===== config.mk =====
export PLATFORM = sky130hd
export DESIGN_NAME = nt_lane_scheduler_flat
export DESIGN_NICKNAME = d
export VERILOG_FILES = /design/src/rtl/nt_lane_scheduler_if.sv /design/src/rtl/nt_lane_scheduler.sv /design/src/flat_wrapper.sv
export SDC_FILE = /design/constraint.sdc
export NUM_CORES = 1
export LEC_CHECK = 0
export ABC_CLOCK_PERIOD_IN_PS = 2020
export BUFFER_PORTS_ARGS = -buffer_cell sky130_fd_sc_hd__buf_2
export CELL_PAD_IN_SITES_DETAIL_PLACEMENT = 1
export CELL_PAD_IN_SITES_GLOBAL_PLACEMENT = 2
export CORE_MARGIN = 4
export CORE_UTILIZATION = 27
export DETAILED_ROUTE_END_ITERATION = 8
export GPL_TIMING_DRIVEN = 1
export PLACE_DENSITY_LB_ADDON = 0.1
export RECOVER_POWER = 100
export SYNTH_ARGS = -nofsm -noshare
export SYNTH_HDL_FRONTEND = slang
export SYNTH_SLANG_ARGS = --single-unit
export TNS_END_PERCENT = 10

===== constraint.sdc =====
create_clock -name clk -period 2.02 [get_ports clk]
set_clock_uncertainty 0.1 [all_clocks]
set_input_delay 0.202 -clock clk [delete_from_list [all_inputs] [get_ports clk]]
set_output_delay 0.202 -clock clk [all_outputs]
set_load 0.01 [all_outputs]

===== src/rtl/nt_lane_scheduler_if.sv =====
// Lane-side and counter-side signals of the shared-counter lane scheduler.
//
// Handshake: a lane raises req (level) and holds it; gnt[id] answers one cycle
// later and stays high until the session ends. The session ends with exactly one
// of done[id] (result/result_id valid that cycle) or err (result_id valid,
// result unchanged), each a single-cycle pulse. The lane may drop req once it
// sees that pulse. Dropping req early while granted aborts the session.
interface nt_lane_scheduler_if #(
    parameter int NUM_REQ = 4,
    parameter int IDW     = 2
);
    logic [NUM_REQ-1:0] req;
    logic [NUM_REQ-1:0] ser_in;
    logic [NUM_REQ-1:0] gnt;
    logic [NUM_REQ-1:0] done;
    logic               err;
    logic [7:0]         result;
    logic [IDW-1:0]     result_id;
    logic               busy;
    logic               ctr_en;
    logic               ctr_ser;
    logic               ctr_valid;
    logic [7:0]         ctr_nt;

    // Lanes plus counter, as seen from outside the scheduler.
    modport master (
        output req, ser_in, ctr_valid, ctr_nt,
        input  gnt, done, err, result, result_id, busy, ctr_en, ctr_ser
    );

    // The scheduler itself.
    modport slave (
        input  req, ser_in, ctr_valid, ctr_nt,
        output gnt, done, err, result, result_id, busy, ctr_en, ctr_ser
    );
endinterface


===== src/rtl/nt_lane_scheduler.sv =====
// Round-robin scheduler sharing one serial-in counter among NUM_REQ lanes.
// The granted lane's serial bit is forwarded to the counter while its enable
// is held high; the counter's valid result is captured and tagged with the
// lane id. A watchdog aborts sessions that never produce a result, and a cool
// period with the enable low lets the counter clear between sessions.
module nt_lane_scheduler #(
    parameter int NUM_REQ = 4,
    parameter int IDW     = 2,
    parameter int TIMEOUT = 255,
    parameter int GAP     = 2
) (
    input  logic                 clk,
    input  logic                 rst_n,
    nt_lane_scheduler_if.slave   bus,
    output logic [2:0]           state_dbg
);

    typedef enum logic [2:0] {
        S_IDLE  = 3'd0,
        S_GRANT = 3'd1,
        S_RUN   = 3'd2,
        S_DONE  = 3'd3,
        S_ABORT = 3'd4,
        S_COOL  = 3'd5
    } state_t;

    state_t             state;
    logic [IDW-1:0]     id;
    logic [IDW-1:0]     ptr;
    logic [15:0]        wd;
    logic [15:0]        cool;

    logic [NUM_REQ-1:0] gnt_r;
    logic [NUM_REQ-1:0] done_r;
    logic               err_r;
    logic [7:0]         result_r;
    logic [IDW-1:0]     result_id_r;
    logic               busy_r;
    logic               ctr_en_r;
    logic               ctr_ser_r;

    logic               pick_valid;
    logic [IDW-1:0]     pick_id;
    logic [IDW:0]       scan;

    // Scan requests from the pointer upward with wrap; scanning the offsets in
    // reverse lets the smallest offset win.
    always_comb begin
        pick_valid = 1'b0;
        pick_id    = '0;
        scan       = '0;
        for (int i = NUM_REQ - 1; i >= 0; i--) begin
            scan = {1'b0, ptr} + (IDW+1)'(i);
            if (scan >= (IDW+1)'(NUM_REQ)) begin
                scan = scan - (IDW+1)'(NUM_REQ);
            end
            if (bus.req[scan[IDW-1:0]]) begin
                pick_valid = 1'b1;
                pick_id    = scan[IDW-1:0];
            end
        end
    end

    // Session FSM with all outputs registered.
    always_ff @(posedge clk or negedge rst_n) begin
        if (!rst_n) begin
            state       <= S_IDLE;
            id          <= '0;
            ptr         <= '0;
            wd          <= '0;
            cool        <= '0;
            gnt_r       <= '0;
            done_r      <= '0;
            err_r       <= 1'b0;
            result_r    <= '0;
            result_id_r <= '0;
            busy_r      <= 1'b0;
            ctr_en_r    <= 1'b0;
            ctr_ser_r   <= 1'b1;
        end else begin
            done_r <= '0;
            err_r  <= 1'b0;
            case (state)
                S_IDLE: begin
                    if (pick_valid) begin
                        state  <= S_GRANT;
                        id     <= pick_id;
                        gnt_r  <= NUM_REQ'(1) << pick_id;
                        busy_r <= 1'b1;
                        wd     <= '0;
                    end
                end
                S_GRANT: begin
                    state     <= S_RUN;
                    wd        <= '0;
                    ctr_en_r  <= 1'b1;
                    ctr_ser_r <= bus.ser_in[id];
                end
                S_RUN: begin
                    // A valid result wins over a request drop or a timeout.
                    if (bus.ctr_valid) begin
                        state       <= S_DONE;
                        result_r    <= bus.ctr_nt;
                        result_id_r <= id;
                        done_r      <= NUM_REQ'(1) << id;
                        ctr_en_r    <= 1'b0;
                        ctr_ser_r   <= 1'b1;
                    end else if (!bus.req[id] || (wd == 16'(TIMEOUT - 1))) begin
                        state       <= S_ABORT;
                        result_id_r <= id;
                        err_r       <= 1'b1;
                        ctr_en_r    <= 1'b0;
                        ctr_ser_r   <= 1'b1;
                    end else begin
                        wd        <= wd + 16'd1;
                        ctr_ser_r <= bus.ser_in[id];
                    end
                end
                S_DONE, S_ABORT: begin
                    state <= S_COOL;
                    gnt_r <= '0;
                    cool  <= '0;
                    ptr   <= (id == IDW'(NUM_REQ - 1)) ? '0 : id + IDW'(1);
                end
                S_COOL: begin
                    if (cool == 16'(GAP - 1)) begin
                        state  <= S_IDLE;
                        busy_r <= 1'b0;
                    end else begin
                        cool <= cool + 16'd1;
                    end
                end
                default: begin
                    state <= S_IDLE;
                end
            endcase
        end
    end

    assign bus.gnt       = gnt_r;
    assign bus.done      = done_r;
    assign bus.err       = err_r;
    assign bus.result    = result_r;
    assign bus.result_id = result_id_r;
    assign bus.busy      = busy_r;
    assign bus.ctr_en    = ctr_en_r;
    assign bus.ctr_ser   = ctr_ser_r;
    assign state_dbg     = state;

endmodule


===== src/flat_wrapper.sv =====
// flat-port wrapper written by rule: the top's interface ports become plain ports
module nt_lane_scheduler_flat 
#(
    parameter int NUM_REQ = 4,
    parameter int IDW     = 2,
    parameter int TIMEOUT = 255,
    parameter int GAP     = 2
)
  (clk, rst_n, state_dbg, bus_req, bus_ser_in, bus_ctr_valid, bus_ctr_nt, bus_gnt, bus_done, bus_err, bus_result, bus_result_id, bus_busy, bus_ctr_en, bus_ctr_ser);
  nt_lane_scheduler_if #(.NUM_REQ(NUM_REQ), .IDW(IDW)) bus_i ();
  input  logic clk;
  input  logic rst_n;
  output logic [2:0] state_dbg;
  input wire logic [$bits(bus_i.req)-1:0] bus_req;
  input wire logic [$bits(bus_i.ser_in)-1:0] bus_ser_in;
  input wire logic [$bits(bus_i.ctr_valid)-1:0] bus_ctr_valid;
  input wire logic [$bits(bus_i.ctr_nt)-1:0] bus_ctr_nt;
  output wire logic [$bits(bus_i.gnt)-1:0] bus_gnt;
  output wire logic [$bits(bus_i.done)-1:0] bus_done;
  output wire logic [$bits(bus_i.err)-1:0] bus_err;
  output wire logic [$bits(bus_i.result)-1:0] bus_result;
  output wire logic [$bits(bus_i.result_id)-1:0] bus_result_id;
  output wire logic [$bits(bus_i.busy)-1:0] bus_busy;
  output wire logic [$bits(bus_i.ctr_en)-1:0] bus_ctr_en;
  output wire logic [$bits(bus_i.ctr_ser)-1:0] bus_ctr_ser;
  assign bus_i.req = bus_req;
  assign bus_i.ser_in = bus_ser_in;
  assign bus_i.ctr_valid = bus_ctr_valid;
  assign bus_i.ctr_nt = bus_ctr_nt;
  assign bus_gnt = bus_i.gnt;
  assign bus_done = bus_i.done;
  assign bus_err = bus_i.err;
  assign bus_result = bus_i.result;
  assign bus_result_id = bus_i.result_id;
  assign bus_busy = bus_i.busy;
  assign bus_ctr_en = bus_i.ctr_en;
  assign bus_ctr_ser = bus_i.ctr_ser;
  nt_lane_scheduler #(.NUM_REQ(NUM_REQ), .IDW(IDW), .TIMEOUT(TIMEOUT), .GAP(GAP)) u_core (.clk(clk), .rst_n(rst_n), .bus(bus_i), .state_dbg(state_dbg));
endmodule

==> qor.txt <==
CTS tree: built
Nets: 439
part of the cycle the worst path needs: 1.00
fin cells: 559
Ports: 44
Worst Max-Slew Pin Slew: 0.990 ns
antenna cells: 0
initial DRC count: 98
GP Congestion: 0.774
WL met2: 4360 um
Slew Limit Fails: 0
f_max: 494 MHz
Req. time, crit path: 2.14 ns
CTS root buf: clkbuf_16
crit end category: flip-flop
Cell Area, Synth: 3150 um2
top sig layer: met4
die footprint: 13500 um2
# rows: 39
layout cells sized above 1: 0.284
Finish-stage setup viols: 2
asr flop ratio synth: 1.00
vias in the first global route: 2860
die height: 116 um
number of max-cap violations: 0
clock tree sinks: 61
Avg Synthesized Cell Area: 10.1 um2
CTS H-tree depth: 3
RSZ-0062 raised after global routing: true
Primary FF master, synth: dfrtp_1
Antenna Nets Post-Route: 0
clk_lat worst skew: 0.34 ns
Horiz. Die Dim: 116 um
FILL cells: 1326
final hold violations: 0
Rel. slew slack: 0.340
setup tns final: -0.00504 ns
initial antenna violation count: 0
PortBufs: 43
Setup WS post-layout: -0.00493 ns
worst vdd ir: 0.000590 V
Synth area leader: dfrtp_1
CORE AREA: 11400 um2
Max stage delay on crit path: 0.56 ns
pwr/cell area: 1160 nW/um2
crit-path max FO: 3
met1 wire length: 4210 um
Unique masters post-synth: 56
first-pass GRT wire length: 15000 um
Crit path max-delay family: simple AND/OR/NAND/NOR gates
Initial Utilization: 0.276
Setup Buffers After CTS: 0
Post-synth EDFFs: 0
most frequent CP cell: or4_4
router iterations before antenna repair: 4
vias: 2767
violated checks: setup timing
DP Cell Count: 535
crit start category: flip-flop
met3 wire len: 306 um
Yosys warnings: 0
cell-by-cell trace of the critical path: or4_4 -> or4_4 -> nand2_2 -> o21ai_2 -> mux2_2
Num CTS Buffers: 9
Worst-path clk slew: 0.05 ns
CP arrival: 2.14 ns
Setup WS pre-CTS: -0.243 ns
Min Hold Slack: 0.0149 ns
sequential share of the synthesized area: 0.485
post-route cell area: 4280 um2
synth-to-layout area growth: 35.8%
placed cell areas: 3870 um2
Total GRT Usage: 0.148
Remaining Overflow, GRT: 0
status: complete, but fails checks
Avg WL per Cell: 16.2 um
Syn Inst Count: 313
fin crit period: 2.02 ns
DRC errors left: 0
Slowest cell on crit path: or4_4
synthesized net count: 340
clock buffer depth: 2
Total Routed Length: 9070 um
LEAKAGE: 1.96 nW
hpwl dp: 6550 um
top cells by area, synth: dfrtp_1 48%, nand2_1 4.6%, mux2_2 3.6%, ha_1 3.2%, mux2i_1 3.2%
Synth Register Bits: 61
Buf/Inv on CP: 0
CP Class: flip-flop to flip-flop
vias per cell: 4.95
area share of the largest cell type after synthesis: 0.477
worst hold path class: primary input to flip-flop
maximum number of pins on one net before global-route repair: 46
[logic make-up after synthesis]
kind of cell / synth area share
compound gates: 0.141
xor+xnor: 0.0139
fa+ha+maj: 0.0318
buf+inv: 0.0222
flops: 0.485
mux: 0.0818
simple gates: 0.224
[cells in the mapped netlist (all sizes together), types with 3 or more instances]
cell type and count:
a41o 3, and2 7, buf 3, xnor2 3, clkbuf 7, nand4 11
a31o 4, a22o 3, mux2i 10, nand2b 5, mux2 10, or3 4
nand2 39, or4 6, o21ai 12, nand3 11, nor4 3, a21o 6
a31oi 4, nor2b 3, nor2 26, dfrtp 60, o31ai 4, inv 8
nor3 7, ha 8, and3 5, a21oi 14
[worst register-to-register path: cells and delay by family, from the launching register on]
family / cells / cell delay (ns)
AND/OR/NAND/NOR: 3 / 1.09
flip-flops: 1 / 0.37
multiplexers: 1 / 0.28
AO/OA/AOI/OAI: 1 / 0.08
[flip-flops by register name, indices dropped and copies added (netlist names), 2 cells and up]
signal and count:
u_core.bus.done 4, u_core.bus.gnt 4, u_core.bus.result 8, u_core.bus.result_id 2, u_core.cool 16, u_core.id 2
u_core.ptr 2, u_core.state_dbg 3, u_core.wd 16
[per-layer routing]
metal | up-vias | global-route usage
li1 | 1349 | -
met1 | 1365 | 0.191
met2 | 40 | 0.236
met3 | 13 | 0.0334
met4 | 0 | 0.0696
met5 | - | 0
[stage by stage]
stage	util	power [mW]
6_report	0.375	4.95
3_5_place_dp	0.339	3.60
2_1_floorplan	-	2.73
3_3_place_gp	0.339	3.57
4_1_cts	0.371	5.08
5_1_grt	0.375	5.36
[area by class of cell]
cell class	instances	area [um2]	area share
Clock buffer	13	250	0.0585
Clock inverter	2	10.0	0.00234
Inverter	8	30.0	0.00702
Multi-Input combinational cell	235	1670	0.390
Sequential cell	61	1530	0.357
Tap cell	143	179	0.0418
Timing Repair Buffer	97	612	0.143
[worst paths after layout]
check | end | cells past startpoint | startpoint | slack [ns]
min in group asynchronous | u_core.cool[10] | 2 | rst_n | 0.45
min reg2reg | u_core.wd[5] | 1 | u_core.wd[5] | 0.39
max | u_core.bus.result_id[0] | 5 | u_core.wd[8] | -0.005
min | u_core.bus.result[3] | 2 | bus_ctr_nt[3] | 0.01
max in group asynchronous | u_core.bus.ctr_ser | 3 | rst_n | 0.39
max reg2reg | u_core.bus.result_id[0] | 5 | u_core.wd[8] | -0.005
[power breakdown]
part           internal [mW]  switching [mW]
Sequential              1.48           0.185
Clock                  0.853           0.549
Combinational          0.806            1.07
Total                   3.14            1.81
[timing repair]
item | in CTS | in global routing
endpoints found under the setup margin | 23 | 37
resized for setup | 7 | 18
pin swaps | 2 | 11
gates cloned | 0 | 1
endpoints found under the hold margin | 23 | 0
hold buffers | 8 | 0
[cells in the final DEF (no fill, tap or decap), types with 3 or more instances in the layout]
master	count
nor2b_1	3
or4_1	4
and2_1	4
and3_1	5
nand2_2	3
nand2_1	35
or3_1	4
mux2i_1	10
clkbuf_1	29
inv_1	8
nand2b_1	5
a21oi_1	10
nor3_1	6
a31o_2	4
nor2_1	26
xnor2_1	3
nand4_1	11
buf_4	39
dfrtp_1	60
clkbuf_16	9
a22o_1	3
o31ai_1	3
dlygate4sd3_1	8
o21ai_0	10
a21oi_2	3
a31oi_1	3
mux2_2	10
nand3_1	11
ha_1	7
a21o_1	6
buf_2	20
No activity file was read; power rests on OpenSTA's default activity.
